**config.mk**
```make
export PLATFORM = sky130hd
export DESIGN_NAME = wb_rr_arbiter_flat
export DESIGN_NICKNAME = d
export VERILOG_FILES = /design/src/rtl/wb_rr_arbiter_if.sv /design/src/rtl/wb_rr_arbiter.sv /design/src/flat_wrapper.sv
export SDC_FILE = /design/constraint.sdc
export NUM_CORES = 1
export LEC_CHECK = 0
export CAP_MARGIN = 15
export CORE_AREA = 2 2 39 41
export DETAILED_ROUTE_END_ITERATION = 10
export DIE_AREA = 0 0 41 43
export HOLD_SLACK_MARGIN = 0.12
export PLACE_DENSITY = 0.47
export SYNTH_ARGS = -nofsm -noshare
export SYNTH_HDL_FRONTEND = slang
export SYNTH_SLANG_ARGS = --single-unit
```
**constraint.sdc**
```tcl
create_clock -name clk -period 0.8 [get_ports clk]
set_clock_uncertainty 0.15 [all_clocks]
set_input_delay 0.16 -clock clk [delete_from_list [all_inputs] [get_ports clk]]
set_output_delay 0.16 -clock clk [all_outputs]
set_load 0.02 [all_outputs]
```
**src/rtl/wb_rr_arbiter_if.sv**
```systemverilog
// Request/grant bundle between Wishbone masters and the request arbiter.
// The master side drives requests and acknowledges, and the arbiter returns the registered grant.
interface wb_rr_arbiter_if #(
    parameter int PORTS = 4
);
    localparam int ENC_W = $clog2(PORTS);

    logic [PORTS-1:0] request;
    logic [PORTS-1:0] acknowledge;
    logic [PORTS-1:0] grant;
    logic             grant_valid;
    logic [ENC_W-1:0] grant_encoded;

    modport master (
        output request,
        output acknowledge,
        input  grant,
        input  grant_valid,
        input  grant_encoded
    );

    modport slave (
        input  request,
        input  acknowledge,
        output grant,
        output grant_valid,
        output grant_encoded
    );
endinterface

```
**src/rtl/wb_rr_arbiter.sv**
```systemverilog
// Registered N-way Wishbone request arbiter that supports fixed-priority or round-robin selection.
// It can optionally hold a grant until the request drops or the transaction is acknowledged.
module wb_rr_arbiter #(
    parameter int PORTS                = 4,
    parameter int ARB_TYPE_ROUND_ROBIN = 0,
    parameter int ARB_BLOCK            = 0,
    parameter int ARB_BLOCK_ACK        = 1,
    parameter int LSB_HIGH_PRIORITY    = 0
) (
    input  logic           clk,
    input  logic           rst,
    wb_rr_arbiter_if.slave arb
);
    localparam int ENC_W = $clog2(PORTS);

    logic [PORTS-1:0] grant_q, grant_d;
    logic [PORTS-1:0] mask_q, mask_d;
    logic             valid_q, valid_d;
    logic [ENC_W-1:0] enc_q, enc_d;

    logic             holdNoAck;
    logic             holdAck;
    logic [PORTS-1:0] candidates;
    int               selIdx;

    // Returns the winning index under the tie rule; the result is don't-care for an empty vector.
    function automatic int pickIndex(input logic [PORTS-1:0] vec);
        int sel;
        sel = 0;
        if (LSB_HIGH_PRIORITY != 0) begin
            for (int i = PORTS - 1; i >= 0; i--) begin
                if (vec[i]) sel = i;
            end
        end else begin
            for (int i = 0; i < PORTS; i++) begin
                if (vec[i]) sel = i;
            end
        end
        return sel;
    endfunction

    // Round robin falls back to the full request vector when no port remains past the last winner.
    always_comb begin
        holdNoAck  = (ARB_BLOCK != 0) && (ARB_BLOCK_ACK == 0) &&
                     ((grant_q & arb.request) != '0);
        holdAck    = (ARB_BLOCK != 0) && (ARB_BLOCK_ACK != 0) && valid_q &&
                     ((grant_q & arb.acknowledge) == '0);
        candidates = arb.request;
        if ((ARB_TYPE_ROUND_ROBIN != 0) && ((arb.request & mask_q) != '0)) begin
            candidates = arb.request & mask_q;
        end
        selIdx = pickIndex(candidates);
    end

    always_comb begin
        grant_d = grant_q;
        valid_d = valid_q;
        enc_d   = enc_q;
        mask_d  = mask_q;
        if (!(holdNoAck || holdAck)) begin
            if (arb.request != '0) begin
                valid_d = 1'b1;
                enc_d   = ENC_W'(selIdx);
                for (int j = 0; j < PORTS; j++) begin
                    grant_d[j] = (j == selIdx);
                end
                if (ARB_TYPE_ROUND_ROBIN != 0) begin
                    for (int j = 0; j < PORTS; j++) begin
                        mask_d[j] = (LSB_HIGH_PRIORITY != 0) ? (j > selIdx) : (j < selIdx);
                    end
                end
            end else begin
                grant_d = '0;
                valid_d = 1'b0;
                enc_d   = '0;
            end
        end
    end

    always_ff @(posedge clk) begin
        if (rst) begin
            grant_q <= '0;
            valid_q <= 1'b0;
            enc_q   <= '0;
            mask_q  <= '0;
        end else begin
            grant_q <= grant_d;
            valid_q <= valid_d;
            enc_q   <= enc_d;
            mask_q  <= mask_d;
        end
    end

    assign arb.grant         = grant_q;
    assign arb.grant_valid   = valid_q;
    assign arb.grant_encoded = enc_q;
endmodule
```
**src/flat_wrapper.sv**
```systemverilog
// flat-port wrapper written by rule: the top's interface ports become plain ports
module wb_rr_arbiter_flat 
#(
    parameter int PORTS                = 4,
    parameter int ARB_TYPE_ROUND_ROBIN = 0,
    parameter int ARB_BLOCK            = 0,
    parameter int ARB_BLOCK_ACK        = 1,
    parameter int LSB_HIGH_PRIORITY    = 0
)
  (clk, rst, arb_request, arb_acknowledge, arb_grant, arb_grant_valid, arb_grant_encoded);
  wb_rr_arbiter_if #(.PORTS(PORTS)) arb_i ();
  input  logic clk;
  input  logic rst;
  input wire logic [$bits(arb_i.request)-1:0] arb_request;
  input wire logic [$bits(arb_i.acknowledge)-1:0] arb_acknowledge;
  output wire logic [$bits(arb_i.grant)-1:0] arb_grant;
  output wire logic [$bits(arb_i.grant_valid)-1:0] arb_grant_valid;
  output wire logic [$bits(arb_i.grant_encoded)-1:0] arb_grant_encoded;
  assign arb_i.request = arb_request;
  assign arb_i.acknowledge = arb_acknowledge;
  assign arb_grant = arb_i.grant;
  assign arb_grant_valid = arb_i.grant_valid;
  assign arb_grant_encoded = arb_i.grant_encoded;
  wb_rr_arbiter #(.PORTS(PORTS), .ARB_TYPE_ROUND_ROBIN(ARB_TYPE_ROUND_ROBIN), .ARB_BLOCK(ARB_BLOCK), .ARB_BLOCK_ACK(ARB_BLOCK_ACK), .LSB_HIGH_PRIORITY(LSB_HIGH_PRIORITY)) u_core (.clk(clk), .rst(rst), .arb(arb_i));
endmodule
```
==> results.toml <==
[sta]
worst_slew_pin_slew_ps = 204
slew_violations = 0
slew_headroom_pct = 86.4
timing.hold.ws_ps = -2.57
period_share_pct = 124
layout_setup_ws_ps = -192
finalSetupViolCount = 7
number_of_failing_hold_endpoints_at_the_final_stage = 1
timing.fmax_mhz = 1010
finalCriticalPeriod_ps = 992
grt_setup_unrepaired = "true"

[critical_path]
critical_path_buf_inv_count = 1
cpPeakStageDelay_ps = 310
cp-end-kind = "primary output"
cp_cell_sequence = "buf_6"
crit_path_top_delay_cell = "dfxtp_2"
crit_path_start_kind = "flip-flop"
required_ps = 490
cp_max_fo = 1
setup.worst_path.class = "flip-flop to primary output"
cp_data_arrival_time_ps = 680
critical-path-top-delay-family = "flip-flops"

[flow_run]
cap_viol_max_count = 0

[pwr]
p_leak_nw = 0.184
seqPwrFrac_pct = 47.4
p_int_mw = 0.616
total_switching_power_mw = 0.179
power.density_mw_per_mm2 = 2000
share_of_total_power_in_combinational_logic_pct = 13.5
worst_ir_drop_vdd_mv = 0.756
swShare_pct = 22.5
power.share.clock_pct = 39.2
post-layout-total-power_mw = 0.795

[layout]
post_route_cells_drive_above_1_share_pct = 60.0
final_cell_area_um2 = 398
final.fill_count = 150
syn_to_final_growth_pct = 87.1
instances_no_fill = 51
area_used_by_multi_input_combinational_logic_um2 = 68.8
final_net_count = 46
finish.utilization_pct = 28.8
num_antenna_cells = 0
sequential_cell_area_um2 = 149

[floorplan]
row_count = 14
die-area_mm2 = 0.00176
design.portCount = 17
design.core.area_mm2 = 0.00138
die_w_um = 41
start_util_pct = 15.4
die_outline_height_um = 43

[hold_path]
worstHoldPathType = "input pin to flip-flop"

[place]
dp_worst_slack_ps = -457
gpl.final_weighted_congestion = 0.627
placedInstanceArea_um2 = 360
place.detailed.hpwl_um = 357
dp_cell_count = 47
port_buffers = 12

[drt]
post_detailed_route_count_of_antenna_violating_nets = 0
routed_via_density = 3.71
via_count = 189
post_drt_wl_per_cell_um = 9.45
drt_pre_antenna_iters = 4
drtIter0Drc = 1
drt-total-wl_um = 482
drc_errors = 0

[global_routing]
grt_pass1_wl_um = 717
globalRouteOverflowTotal = 0
grt_overall_usage_pct = 7.05
grt_pass1_vias = 181
largest_net_degree_at_the_start_of_global_routing = 7
antenna_found_initial = 0

[synth]
yosys.cell_types.count = 9
mappedNetlistArea_um2 = 213
synth_seq_area_share_pct = 65.9
postSynthCellCount = 18
synth.ff_latch_count = 7
postSynthNetCount = 28
synth.yosys.warnings = 0
synth_area_per_cell_um2 = 11.8

[cts]
hold_buffers = 0
root_buffer = "clkbuf_4"
tritoncts = "built"
clock_sink_count = 7
clock_tree.buffer_depth = 2
cts-buffers-inserted = 3
cts-htree-levels = 1
clk_pin_slew_worst_paths_ps = 50
cts_setup_buffers = 0

[run_status]
failed_checks = "negative hold slack, negative setup slack"
outcome = "complete, but fails checks"
final timing paths:
path | endpoint | depth (start not counted) | slack, ps | from
worst min-delay path | u_core.arb.grant[1] | 2 | -3 | arb_request[3]
worst max-delay path | arb_grant[2] | 1 | -190 | u_core.arb.grant[2]
cell usage after synthesis:
| cell type | n | area share [%] |
|---|---|---|
| and4bb_1 | 1 | 5.9 |
| inv_1 | 1 | 1.8 |
| nor3b_1 | 1 | 3.5 |
| a21oi_1 | 2 | 4.7 |
| nor2_2 | 1 | 2.9 |
| nand2b_1 | 1 | 2.9 |
| dfxtp_1 | 7 | 66 |
| nor2_1 | 3 | 5.3 |
| nor4b_2 | 1 | 7.1 |
state kept, by name, indices dropped and copies added (netlist names):
register and count:
u_core.arb.grant_encoded 2, u_core.arb.grant 4, u_core.arb.grant_valid 1
cell families after synthesis:
family,after synthesis,share of synthesized area [%]
DFF,7,65.9
buffers and inverters,1,1.76
AOI/OAI and AO/OA,2,4.71
and+or+nand+nor,8,27.6
per-stage QoR:
stage                     setup TNS (ps)  hold slack [ps]
final                              -1300            -2.57
after global routing               -1490            -3.38
after CTS                          -1410              131
after detailed placement           -5390              649
after global placement             -5340              636
after floorplan                        0             79.1
power by group through the flow:
| stage | Combinational (mW) | Clock, mW | Sequential [mW] |
|---|---|---|---|
| 3_3_place_gp | 0.113 | 0 | 0.377 |
| 6_report | 0.107 | 0.311 | 0.377 |
| 4_1_cts | 0.110 | 0.334 | 0.377 |
| 2_1_floorplan | 0.0175 | 0 | 0.399 |
| 3_5_place_dp | 0.113 | 0 | 0.377 |
| 5_1_grt | 0.116 | 0.353 | 0.377 |
layout by cell type, fill, tap and decap left out, drive strengths merged:
| cell | Yosys | layout |
|---|---|---|
| and4bb | 1 | 1 |
| buf | 0 | 8 |
| dfxtp | 7 | 7 |
| dlymetal6s2s | 0 | 1 |
| clkbuf | 0 | 5 |
| nor3b | 1 | 1 |
| nor4b | 1 | 1 |
| dlygate4sd2 | 0 | 3 |
| a21oi | 2 | 2 |
| nand2b | 1 | 1 |
| nor2 | 4 | 4 |
| inv | 1 | 1 |
metal layers:
metal | global-route usage [%] | up-vias | routed length, um
met5 | 0 | - | 0
li1 | - | 93 | -
met4 | 8.00 | 0 | 0
met3 | 4.71 | 0 | 59
met1 | 7.47 | 84 | 215
met2 | 8.13 | 12 | 207
layout make-up:
| cell class | count | share of cell area, % |
|---|---|---|
| tap | 16 | 5.03 |
| clock buffer | 4 | 6.60 |
| timing repair buffer | 13 | 32.7 |
| inverter | 1 | 0.943 |
| multi-input combinational | 10 | 17.3 |
| sequential | 7 | 37.4 |
what timing repair did:
item / CTS / global route
pin swaps: 0 / 2
resized for setup: 53 / 3
endpoints found under the hold margin: 0 / 7
setup endpoints to repair: 14 / 9
(Power assumes the default switching activity.)
